## src/rtl/mul_sched_pkg.sv

```systemverilog
// Shared definitions for the sequential 8x8 multiply scheduler.
// Holds the FSM state encoding, the step index type, the per-step shift
// table and nibble-select codes, and two small mask helpers.
package mul_sched_pkg;

  typedef enum logic [1:0] {
    ST_IDLE = 2'd0,
    ST_STEP = 2'd1,
    ST_DONE = 2'd2
  } state_t;

  // Step 0..3 = LL, HL, LH, HH
  typedef logic [1:0] step_t;

  // Shift per step, 4 bits per entry, step 0 in the low nibble: {8,4,4,0}
  localparam logic [15:0] SHIFT_TBL = {4'd8, 4'd4, 4'd4, 4'd0};

  // Bit i set: step i takes the high nibble of that operand
  localparam logic [3:0] SEL_A_HI = 4'b1010;
  localparam logic [3:0] SEL_B_HI = 4'b1100;

  // Index of the lowest set bit; 0 when the mask is empty (caller checks)
  function automatic step_t lowest_set(input logic [3:0] m);
    step_t s;
    s = 2'd0;
    for (int i = 3; i >= 0; i--) begin
      if (m[i]) s = step_t'(i);
    end
    return s;
  endfunction

  // Mask bits strictly above step s, i.e. the steps still to be issued
  function automatic logic [3:0] mask_above(input logic [3:0] m, input step_t s);
    logic [3:0] r;
    case (s)
      2'd0:    r = m & 4'b1110;
      2'd1:    r = m & 4'b1100;
      2'd2:    r = m & 4'b1000;
      default: r = 4'b0000;
    endcase
    return r;
  endfunction

endpackage

```

## src/rtl/mul8u_step_sel.sv

```systemverilog
// Combinational step selector.
// Ports:
//   lat_a, lat_b : latched operands of the operation in flight
//   step         : current step index
//   new_a, new_b : operands being offered for acceptance
//   nib_a, nib_b : nibbles for the shared 4x4 multiplier
//   shift        : left shift applied to this step's partial product
//   mask         : steps to issue for new_a/new_b
module mul8u_step_sel
  import mul_sched_pkg::*;
#(
  parameter int SKIP_ZERO = 1
) (
  input  logic [7:0] lat_a,
  input  logic [7:0] lat_b,
  input  step_t      step,
  input  logic [7:0] new_a,
  input  logic [7:0] new_b,
  output logic [3:0] nib_a,
  output logic [3:0] nib_b,
  output logic [3:0] shift,
  output logic [3:0] mask
);

  assign nib_a = SEL_A_HI[step] ? lat_a[7:4] : lat_a[3:0];
  assign nib_b = SEL_B_HI[step] ? lat_b[7:4] : lat_b[3:0];
  assign shift = SHIFT_TBL[{step, 2'b00} +: 4];

  for (genvar i = 0; i < 4; i++) begin : g_mask
    logic [3:0] w_na;
    logic [3:0] w_nb;
    assign w_na = SEL_A_HI[i] ? new_a[7:4] : new_a[3:0];
    assign w_nb = SEL_B_HI[i] ? new_b[7:4] : new_b[3:0];
    assign mask[i] = (SKIP_ZERO == 0) || ((w_na != 4'd0) && (w_nb != 4'd0));
  end

endmodule

```

## src/rtl/mul8u_seq_sched.sv

```systemverilog
// Sequential 8x8 unsigned multiplier built on one shared external 4x4
// multiplier. Partial products LL, HL, LH, HH are issued one per cycle
// (zero-nibble steps optionally skipped) and accumulated into 16 bits.
// Ports:
//   clk, rst_n                  : clock, synchronous active-low reset
//   in_valid/in_ready, a, b     : operand stream
//   mul_a, mul_b, mul_en, mul_p : shared 4x4 multiplier interface
//   out_valid/out_ready,product : result stream
//   busy, op_count              : status, completed handoffs (wrapping)
module mul8u_seq_sched
  import mul_sched_pkg::*;
#(
  parameter int SKIP_ZERO = 1,
  parameter int CNT_W     = 16
) (
  input  logic             clk,
  input  logic             rst_n,
  input  logic             in_valid,
  output logic             in_ready,
  input  logic [7:0]       a,
  input  logic [7:0]       b,
  output logic [3:0]       mul_a,
  output logic [3:0]       mul_b,
  output logic             mul_en,
  input  logic [7:0]       mul_p,
  output logic             out_valid,
  input  logic             out_ready,
  output logic [15:0]      product,
  output logic             busy,
  output logic [CNT_W-1:0] op_count
);

  state_t           r_state;
  state_t           w_state_nxt;
  logic [7:0]       r_a;
  logic [7:0]       r_b;
  logic [15:0]      r_acc;
  logic [3:0]       r_mask;
  step_t            r_step;
  logic [CNT_W-1:0] r_op_count;

  logic [3:0]  w_nib_a;
  logic [3:0]  w_nib_b;
  logic [3:0]  w_shift;
  logic [3:0]  w_new_mask;
  logic [3:0]  w_rem;
  logic [15:0] w_pp;
  logic        w_accept;
  logic        w_handoff;

  mul8u_step_sel #(.SKIP_ZERO(SKIP_ZERO)) u_step_sel (
    .lat_a (r_a),
    .lat_b (r_b),
    .step  (r_step),
    .new_a (a),
    .new_b (b),
    .nib_a (w_nib_a),
    .nib_b (w_nib_b),
    .shift (w_shift),
    .mask  (w_new_mask)
  );

  assign w_rem     = mask_above(r_mask, r_step);
  assign w_pp      = {8'd0, mul_p} << w_shift;
  assign w_accept  = in_valid && in_ready;
  assign w_handoff = (r_state == ST_DONE) && out_ready;

  always_ff @(posedge clk) begin
    if (!rst_n) r_state <= ST_IDLE;
    else        r_state <= w_state_nxt;
  end

  always_comb begin
    w_state_nxt = r_state;
    in_ready    = 1'b0;
    mul_en      = 1'b0;
    out_valid   = 1'b0;
    busy        = 1'b1;
    case (r_state)
      ST_IDLE: begin
        busy     = 1'b0;
        in_ready = 1'b1;
        if (in_valid) w_state_nxt = (w_new_mask == 4'd0) ? ST_DONE : ST_STEP;
      end
      ST_STEP: begin
        mul_en      = 1'b1;
        w_state_nxt = (w_rem == 4'd0) ? ST_DONE : ST_STEP;
      end
      ST_DONE: begin
        out_valid = 1'b1;
        if (out_ready) begin
          // Handoff and a new accept can share one edge
          in_ready = 1'b1;
          if (in_valid) w_state_nxt = (w_new_mask == 4'd0) ? ST_DONE : ST_STEP;
          else          w_state_nxt = ST_IDLE;
        end
      end
      default: begin
        busy        = 1'b0;
        w_state_nxt = ST_IDLE;
      end
    endcase
  end

  always_ff @(posedge clk) begin
    if (!rst_n) begin
      r_a        <= 8'd0;
      r_b        <= 8'd0;
      r_acc      <= 16'd0;
      r_mask     <= 4'd0;
      r_step     <= 2'd0;
      r_op_count <= '0;
    end else begin
      if (w_accept) begin
        r_a    <= a;
        r_b    <= b;
        r_acc  <= 16'd0;
        r_mask <= w_new_mask;
        r_step <= lowest_set(w_new_mask);
      end else if (r_state == ST_STEP) begin
        // Truncating add: approximate multipliers may overflow 16 bits
        r_acc  <= r_acc + w_pp;
        r_step <= lowest_set(w_rem);
      end
      if (w_handoff) r_op_count <= r_op_count + CNT_W'(1);
    end
  end

  assign mul_a    = mul_en ? w_nib_a : 4'd0;
  assign mul_b    = mul_en ? w_nib_b : 4'd0;
  assign product  = r_acc;
  assign op_count = r_op_count;

endmodule

```

## config.mk

```make
export PLATFORM = sky130hd
export DESIGN_NAME = mul8u_seq_sched
export DESIGN_NICKNAME = d
export VERILOG_FILES = /design/src/rtl/mul_sched_pkg.sv /design/src/rtl/mul8u_step_sel.sv /design/src/rtl/mul8u_seq_sched.sv
export SDC_FILE = /design/constraint.sdc
export NUM_CORES = 1
export LEC_CHECK = 0
export ABC_AREA = 1
export CORE_MARGIN = 3
export CORE_UTILIZATION = 45
export CTS_CLUSTER_DIAMETER = 120
export DETAILED_ROUTE_END_ITERATION = 6
export DONT_BUFFER_PORTS = 1
export PLACE_DENSITY = 0.64
export SYNTH_ARGS = -nofsm -noshare
export SYNTH_HDL_FRONTEND = slang
export SYNTH_SLANG_ARGS = --single-unit
```

## constraint.sdc

```tcl
create_clock -name clk -period 4 [get_ports clk]
set_input_delay 1.2 -clock clk [delete_from_list [all_inputs] [get_ports clk]]
set_output_delay 1.2 -clock clk [all_outputs]
set_load 0.01 [all_outputs]
```

==> impl_metrics.json, run 1 <==
{
  "setup_tns_ps": 0,
  "drive_above_1_share_pct": 4.46,
  "die_h_um": 95.0,
  "avgSynthCellArea_sq_um": 6.29,
  "num_rows": 31,
  "status": "complete, no violations",
  "synth-edff-count": 0,
  "grt_pass1_wl_um": 13800,
  "numCtsBuffers": 5,
  "antenna_found_initial": 0,
  "worstSetupEndpointType": "flip-flop",
  "finalHoldViolCount": 0,
  "postCtsHoldBufs": 0,
  "critPathRequiredTime_ps": 4210,
  "p_leak_nw": 1.82,
  "cts_tree": "done",
  "drv_cap": 0,
  "cts_htree_levels": 2,
  "root_buffer": "clkbuf_8",
  "firstDrtPassIters": 5,
  "min_period_over_period_pct": 76.9,
  "synthCells": 566,
  "dieArea_sq_um": 9020,
  "worstMarginPinSlew_ps": 691,
  "crit_arrival_ps": 3290,
  "maxSlewHeadroom_pct": 53.9,
  "hold_ws_ps": 478,
  "diodes": 0,
  "netlist_area_sq_um": 3560,
  "synth-seq-area-share_pct": 30.9,
  "clk_latency_ps": 310,
  "synth_cell_type_count": 33,
  "drtIter0Drc": 74,
  "gr-total-overflow": 0,
  "numClockSinks": 55,
  "post-dp-hpwl_um": 6440,
  "power_density_nw_per_um2": 501,
  "worstSetupPathType": "flip-flop to flip-flop",
  "grt_setup_unrepaired": "false",
  "yosysWarnings": 0,
  "portBuffers": 0,
  "initial_utilization_pct": 47.8,
  "cp-start-kind": "flip-flop",
  "worstHoldPathType": "flip-flop to flip-flop",
  "period_minus_slack_ps": 3080,
  "ys_seq_elements": 55,
  "drt.antenna.violating_nets": 0,
  "drc": 0,
  "nets": 614,
  "dp_cells": 652,
  "finClkSkew_ps": 8.16,
  "io_pins": 72,
  "drt-total-wl_um": 8370,
  "fmax_ghz": 0.325,
  "clkSlewWorstSetupHoldPaths_ps": 110,
  "viasPerCell": 5.07,
  "slew_violations": 0,
  "die_w_um": 95.0,
  "gp_congestion": 0.903,
  "track_usage_pct": 19.1,
  "setup_viol": 0,
  "post_drt_wl_per_cell_um": 12.7,
  "coreArea_sq_um": 7450,
  "grt_pass1_vias": 3011,
  "async_flop_share_pct": 0,
  "grt_max_degree": 33,
  "cts-resized-gates": 0,
  "vias": 3345,
  "fin_util_pct": 50.1,
  "crit_path_max_fanout": 14,
  "syn_nets": 620,
  "ir_worst_vdd_mv": 0.290,
  "clockBufferDepth": 2,
  "synth_ff_type": "dfxtp_1",
  "post_cts_buffers": 0,
  "area_growth_pct": 4.78,
  "fin_cells": 660
}
[metrics by stage]
stage          total power [mW]  area, sq um  setup slack, ps
3_3_place_gp               1.54         3640             1080
2_1_floorplan              1.38         3560             1310
5_1_grt                    2.06         3730              524
3_5_place_dp               1.56         3640              939
4_1_cts                    1.89         3730              924
6_report                   1.87         3730              922
[power breakdown]
group	leakage [nW]	total, mW	internal [mW]	switching, mW
clock network	0.0463	0.327	0.129	0.197
logic	1.32	0.839	0.281	0.558
registers	0.450	0.704	0.624	0.0802
total	1.82	1.87	1.03	0.835
[cell usage in the layout, fill, tap and decap left out, types with 5 or more instances in the layout]
master    instances
a21oi_1          31
nand2_2           5
nor3_1            8
ha_1             25
o21ai_0          54
clkbuf_8          5
nand2_1         118
nand3_1          23
nor2_1          115
inv_1            76
dfxtp_1          55
xor2_1            7
[layer usage]
layer	up-vias	track usage, %	share of wire (%)
li1	1777	-	-
met1	1478	24.4	45
met2	79	31.9	47
met3	11	4.30	6.3
met4	0	6.25	1.7
met5	-	0	0
[registers in the layout (all words and copies together), names as in the netlist]
| register | flops |
|---|---|
| op_count | 16 |
| product | 16 |
| r_a | 8 |
| r_b | 8 |
| r_mask | 3 |
| r_state | 2 |
| r_step | 2 |
[path summary, 6_finish.rpt]
path,startpoint,to,slack (ps),depth (start not counted)
worst max-delay path,r_step[0],product[10],920,17
worst min-delay path,r_mask[3],r_mask[3],480,2
worst max register to register,r_step[0],product[10],920,17
worst min register to register,r_mask[3],r_mask[3],480,2
[cells in the mapped netlist, types with 2 or more instances]
master,instances,area [sq um]
o21a_1,2,15.0
inv_2,2,7.51
and2_1,2,12.5
nand3_1,23,115
nand2_1,118,443
clkbuf_1,8,30.0
a21oi_1,31,155
a31oi_1,4,25.0
nor2_1,115,432
xor2_1,7,61.3
o21ai_1,3,15.0
nor3_1,8,40.0
inv_1,76,285
ha_1,25,313
or2_2,2,12.5
o21ai_0,54,270
nor2_4,3,33.8
buf_1,2,7.51
nand2_2,5,31.3
buf_2,4,20.0
o22ai_1,2,12.5
dfxtp_1,55,1100
a211oi_1,3,22.5
nand4_1,3,18.8
[cell families after synthesis]
family	count (synthesis)	share of synthesized area [%]
buffers and inverters	93	9.94
AOI/OAI and AO/OA	100	14.7
adders and majority gates	26	9.34
xor gates and xnor gates	7	1.72
and+or+nand+nor	285	33.4
DFF	55	30.9
[critical path, cell delays in order, from the launching register on]
cell	delay [ps]
dfxtp_1	490
inv_1	170
ha_1	520
inv_1	100
nand2_1	220
nor2_1	70
ha_1	220
fa_1	380
nand2_1	90
a21oi_1	120
nand2_1	80
nand2_1	100
nand2_1	80
nand2_1	60
nand2_1	60
nand2_1	40
o21ai_0	140
inv_1	50
[layout make-up]
class,count,area [sq um]
Clock buffer,5,68.8
Clock inverter,3,27.5
Fill cell,789,3710
Inverter,79,297
Multi-Input combinational cell,418,2110
Sequential cell,55,1100
Tap cell,99,124
Timing Repair Buffer,1,7.51
Power figures use the tool's default switching activity.
==> run 2, diff against run 1 <==
Clock period 4 ns to 3.1 ns, I/O delays scaled along.
==> run 2 against run 1 <==
Compared with the run above:
- count of clock-buffer cells in the layout stayed put
- die area stayed put
- clock power increased by 27%
- highest routed layer unchanged
==> impl_metrics.json, run 2 (synthesis gave the netlist of run 1 again) <==
{
  "crit_arrival_ps": 2990,
  "cp-start-kind": "flip-flop",
  "antenna_found_initial": 0,
  "regToRegEndpoint": "product[10]",
  "gr-total-overflow": 0,
  "hold-path-cell-count": 2,
  "vias": 3344,
  "critPathRequiredTime_ps": 3310,
  "grt_setup_unrepaired": "false",
  "slew_violations": 0,
  "grt_pass1_wl_um": 14000,
  "dieArea_sq_um": 9020,
  "clkPwrFrac_pct": 17.1,
  "nets": 619,
  "comb_power_share_pct": 46.1,
  "hold_start": "r_mask[3]",
  "drive_above_1_share_pct": 5.48,
  "rrSetupSlack_ps": 320,
  "post-dp-hpwl_um": 6490,
  "gp_congestion": 0.901,
  "finalHoldViolCount": 0,
  "crit_path_max_fanout": 14,
  "total_power_mw": 2.44,
  "drt-total-wl_um": 8470,
  "coreArea_sq_um": 7450,
  "cts-resized-gates": 0,
  "slowest_stage": "ha_2",
  "area_growth_pct": 5.76,
  "postCtsHoldBufs": 0,
  "diodes": 0,
  "grt_pass1_vias": 3174,
  "numCtsBuffers": 5,
  "critical-path-top-delay-family": "adder cells",
  "worstHoldPathType": "flip-flop to flip-flop",
  "worstMarginPinSlew_ps": 640,
  "min_period_over_period_pct": 89.8,
  "final_common_cell": "nand2_1",
  "crit_buf_inv": 3,
  "drtIter0Drc": 88,
  "portBuffers": 0,
  "ir_worst_vdd_mv": 0.332,
  "numClockSinks": 55,
  "setup_tns_ps": 0,
  "critical_path.cell_chain": "inv_1 > ha_2 > inv_1 > nand2_1 > nor2_1 > ha_1 > fa_1 > nand2_1 > a21oi_1 > nand2_1 > nand2_1 > nand2_1 > nand2_1 > nand2_1 > nand2_1 > o21ai_0 > inv_1",
  "drc": 0,
  "firstDrtPassIters": 4,
  "drt.antenna.violating_nets": 0,
  "cts_tree": "done",
  "whs_endpoint": "r_mask[3]",
  "track_usage_pct": 19.2,
  "fmax_ghz": 0.359,
  "period_minus_slack_ps": 2780,
  "power_density_nw_per_um2": 647,
  "clockBufferDepth": 2,
  "num_rows": 31,
  "root_buffer": "clkbuf_8",
  "clkSlewWorstSetupHoldPaths_ps": 100,
  "p_int_mw": 1.35,
  "p_sw_mw": 1.08,
  "cp_slowest_stage_delay_ps": 460,
  "setup_viol": 0,
  "p_sw_share_pct": 44.5,
  "status": "complete, no violations",
  "mostFrequentLayoutCells": "nand2_1 (118), nor2_1 (115), inv_1 (76), dfxtp_1 (55), o21ai_0 (54)",
  "worstSetupEndpointType": "flip-flop",
  "fin_util_pct": 50.6,
  "maxSlewHeadroom_pct": 57.2,
  "post_cts_buffers": 0,
  "r2r-start": "r_step[0]",
  "crit_top_cell": "nand2_1",
  "finClkSkew_ps": 5.99,
  "reg2reg_depth": 17,
  "die_h_um": 95.0,
  "worstSetupPathType": "flip-flop to flip-flop",
  "die_w_um": 95.0,
  "clk_latency_ps": 310,
  "drv_cap": 0,
  "initial_utilization_pct": 47.8,
  "p_leak_nw": 1.84,
  "cts_htree_levels": 2,
  "grt_max_degree": 33,
  "viasPerCell": 5.03,
  "power_frac_seq_pct": 36.8,
  "io_pins": 72,
  "post_drt_wl_per_cell_um": 12.7
}
run 2: worst max path at each step:
stage | start | to | slack [ps] | cells after the start
after floorplan | r_step[0] | product[10] | 540 | 17
after global placement | r_step[0] | product[10] | 370 | 17
after detailed placement | r_step[0] | product[10] | 260 | 17
after CTS | r_step[0] | product[10] | 240 | 17
after global routing | r_step[1] | product[10] | 30 | 17
final | r_step[0] | product[10] | 320 | 17
run 2: power groups by stage:
stage | Clock, mW | Sequential, mW | Combinational [mW]
after global placement | 0 | 0.914 | 1.09
after detailed placement | 0 | 0.915 | 1.11
final | 0.416 | 0.898 | 1.13
after CTS | 0.436 | 0.900 | 1.12
after global routing | 0.460 | 0.913 | 1.29
after floorplan | 0 | 0.900 | 0.882
run 2: area by class of cell:
cell class              count  area, sq um
inverters                  79          297
fillers                   775         3680
flip-flops and latches     55         1100
repair buffers              6         45.0
clock buffers               5         68.8
clock inverters             3         22.5
well taps                  99          124
multi-input cells         418         2110
run 2: worst min-delay path, stage by stage, from the launching register on:
cell      delay (ps)
dfxtp_1          310
inv_1             70
a211oi_1          70
run 2: metrics by stage:
step / hold WS [ps] / cell area [sq um] / cells / worst slack [ps]
global placement: 459 / 3670 / 657 / 367
detailed placement: 467 / 3670 / 657 / 259
floorplan: 434 / 3560 / 566 / 538
global route: 499 / 3770 / 665 / 32.4
CTS: 493 / 3760 / 665 / 238
finish: 485 / 3770 / 665 / 315
run 2: routing by layer:
metal	vias up	GRT usage, %	share of wire (%)
met5	-	0	0
met4	0	5.05	0.94
met3	6	4.06	5.7
met2	60	33.2	46
met1	1490	24.0	47
li1	1788	-	-
==> run 3, diff against run 2 <==
Settings changed: SETUP_SLACK_MARGIN set to 0.5.
==> run 3 against run 2 <==
Compared with the run above:
- register-to-register slack better by 330 ps
- global-route usage is 0.080 points higher
- clock skew hardly changed
- hold slack hardly changed
- power is 3.5% higher
- final area is 1.6% higher
- critical path depth stayed put
==> impl_metrics.json, run 3 (synthesis gave the netlist of run 1 again) <==
{
  "vias": 3362,
  "finalHoldViolCount": 0,
  "post-dp-hpwl_um": 6490,
  "firstDrtPassIters": 4,
  "area_growth_pct": 7.48,
  "p_int_mw": 1.41,
  "critPathRequiredTime_ps": 3310,
  "root_buffer": "clkbuf_8",
  "io_pins": 72,
  "clockBufferDepth": 2,
  "coreArea_sq_um": 7450,
  "antenna_found_initial": 0,
  "drive_above_1_share_pct": 7.39,
  "drv_cap": 0,
  "worstHoldPathType": "flip-flop to flip-flop",
  "grt_pass1_wl_um": 14000,
  "maxSlewHeadroom_pct": 56.6,
  "setup_ws_ps": 646,
  "track_usage_pct": 19.2,
  "power_density_nw_per_um2": 659,
  "hold-path-cell-count": 2,
  "cts_tree": "done",
  "fin_cells": 667,
  "crit_arrival_ps": 2660,
  "ir_worst_vdd_mv": 0.329,
  "grt_pass1_vias": 3203,
  "dp_cells": 657,
  "status": "complete, no violations",
  "slew_violations": 0,
  "drtIter0Drc": 68,
  "numCtsBuffers": 5,
  "gp_congestion": 0.901,
  "cts_htree_levels": 2,
  "drc": 0,
  "worstSetupEndpointType": "flip-flop",
  "cp-start-kind": "flip-flop",
  "initial_utilization_pct": 47.8,
  "comb_power_share_pct": 47.7,
  "clkPwrFrac_pct": 16.7,
  "drt-total-wl_um": 8530,
  "die_h_um": 95.0,
  "fillers": 775,
  "drt.antenna.violating_nets": 0,
  "hold_ws_ps": 485,
  "setup_tns_ps": 0,
  "clk_latency_ps": 310,
  "dieArea_sq_um": 9020,
  "p_leak_nw": 1.86,
  "worstSetupPathType": "flip-flop to flip-flop",
  "period_minus_slack_ps": 2450,
  "crit_path_max_fanout": 8,
  "grt_setup_unrepaired": "true",
  "dp_slack_ps": 259,
  "diodes": 0,
  "postCtsHoldBufs": 0,
  "mostFrequentLayoutCells": "nand2_1 (117), nor2_1 (115), inv_1 (73), dfxtp_1 (55), o21ai_0 (50)",
  "fin_util_pct": 51.4,
  "viasPerCell": 5.04,
  "reg2reg_depth": 17,
  "post_drt_wl_per_cell_um": 12.8,
  "finClkSkew_ps": 5.68,
  "p_sw_share_pct": 44.2,
  "setup_viol": 0,
  "fmax_ghz": 0.408,
  "nets": 621,
  "numClockSinks": 55,
  "die_w_um": 95.0,
  "worstMarginPinSlew_ps": 649,
  "num_rows": 31,
  "p_sw_mw": 1.12,
  "portBuffers": 0,
  "min_period_over_period_pct": 79.2,
  "power_frac_seq_pct": 35.7,
  "gr-total-overflow": 0,
  "grt_max_degree": 33,
  "clkSlewWorstSetupHoldPaths_ps": 110,
  "final_common_cell": "nand2_1"
}
==> run 3: layout make-up <==
| class | count | area, sq um | area share (%) |
|---|---|---|---|
| inverter | 79 | 297 | 7.75 |
| clock buffer | 5 | 68.8 | 1.80 |
| clock inverter | 3 | 22.5 | 0.588 |
| tap | 99 | 124 | 3.24 |
| multi-input combinational | 418 | 2140 | 56.0 |
| timing repair buffer | 8 | 72.6 | 1.90 |
| sequential | 55 | 1100 | 28.8 |
==> run 3: repair_timing <==
action	CTS	global route
pin swaps	1	1
endpoints found under the hold margin	0	0
resized for setup	3	13
buffers inserted	1	1
endpoints found under the setup margin	9	19
==> run 3: worst paths after layout <==
path | startpoint | to | slack (ps)
worst max-delay path | r_step[0] | product[10] | 650
worst min-delay path | r_mask[3] | r_mask[3] | 490
worst min register to register | r_mask[3] | r_mask[3] | 490
worst max register to register | r_step[0] | product[10] | 650
==> run 3: power groups by stage <==
stage          sequential, mW  combinational [mW]  clock (mW)
6_report                0.900                1.20       0.421
5_1_grt                 0.915                1.38       0.460
4_1_cts                 0.900                1.17       0.436
3_5_place_dp            0.915                1.11           0
3_3_place_gp            0.914                1.09           0
2_1_floorplan           0.900               0.882           0
==> run 3: stage by stage <==
| stage | total power, mW | instance area, sq um |
|---|---|---|
| 6_report | 2.52 | 3830 |
| 5_1_grt | 2.75 | 3830 |
| 4_1_cts | 2.50 | 3800 |
| 3_5_place_dp | 2.03 | 3670 |
| 3_3_place_gp | 2.01 | 3670 |
| 2_1_floorplan | 1.78 | 3560 |
==> run 3: worst max-delay path, cell delays in order (launching register included) <==
cell	delay, ps
dfxtp_1	360
buf_4	170
ha_2	210
inv_2	80
nand2_4	110
nor2_1	50
ha_1	210
fa_1	380
nand2_1	110
a21oi_2	80
nand2_1	70
nand2_1	100
nand2_1	80
nand2_1	60
nand2_1	60
nand2_1	40
o21ai_0	140
inv_1	50
==> run 3: routing by layer <==
layer	wire length (um)	part of all wire, %	GRT usage (%)	vias up
met1	4000	47	24.0	1493
met5	0	0	0	-
met2	3900	46	33.4	62
met3	520	6.1	4.22	10
li1	-	-	-	1797
met4	111	1.3	5.17	0
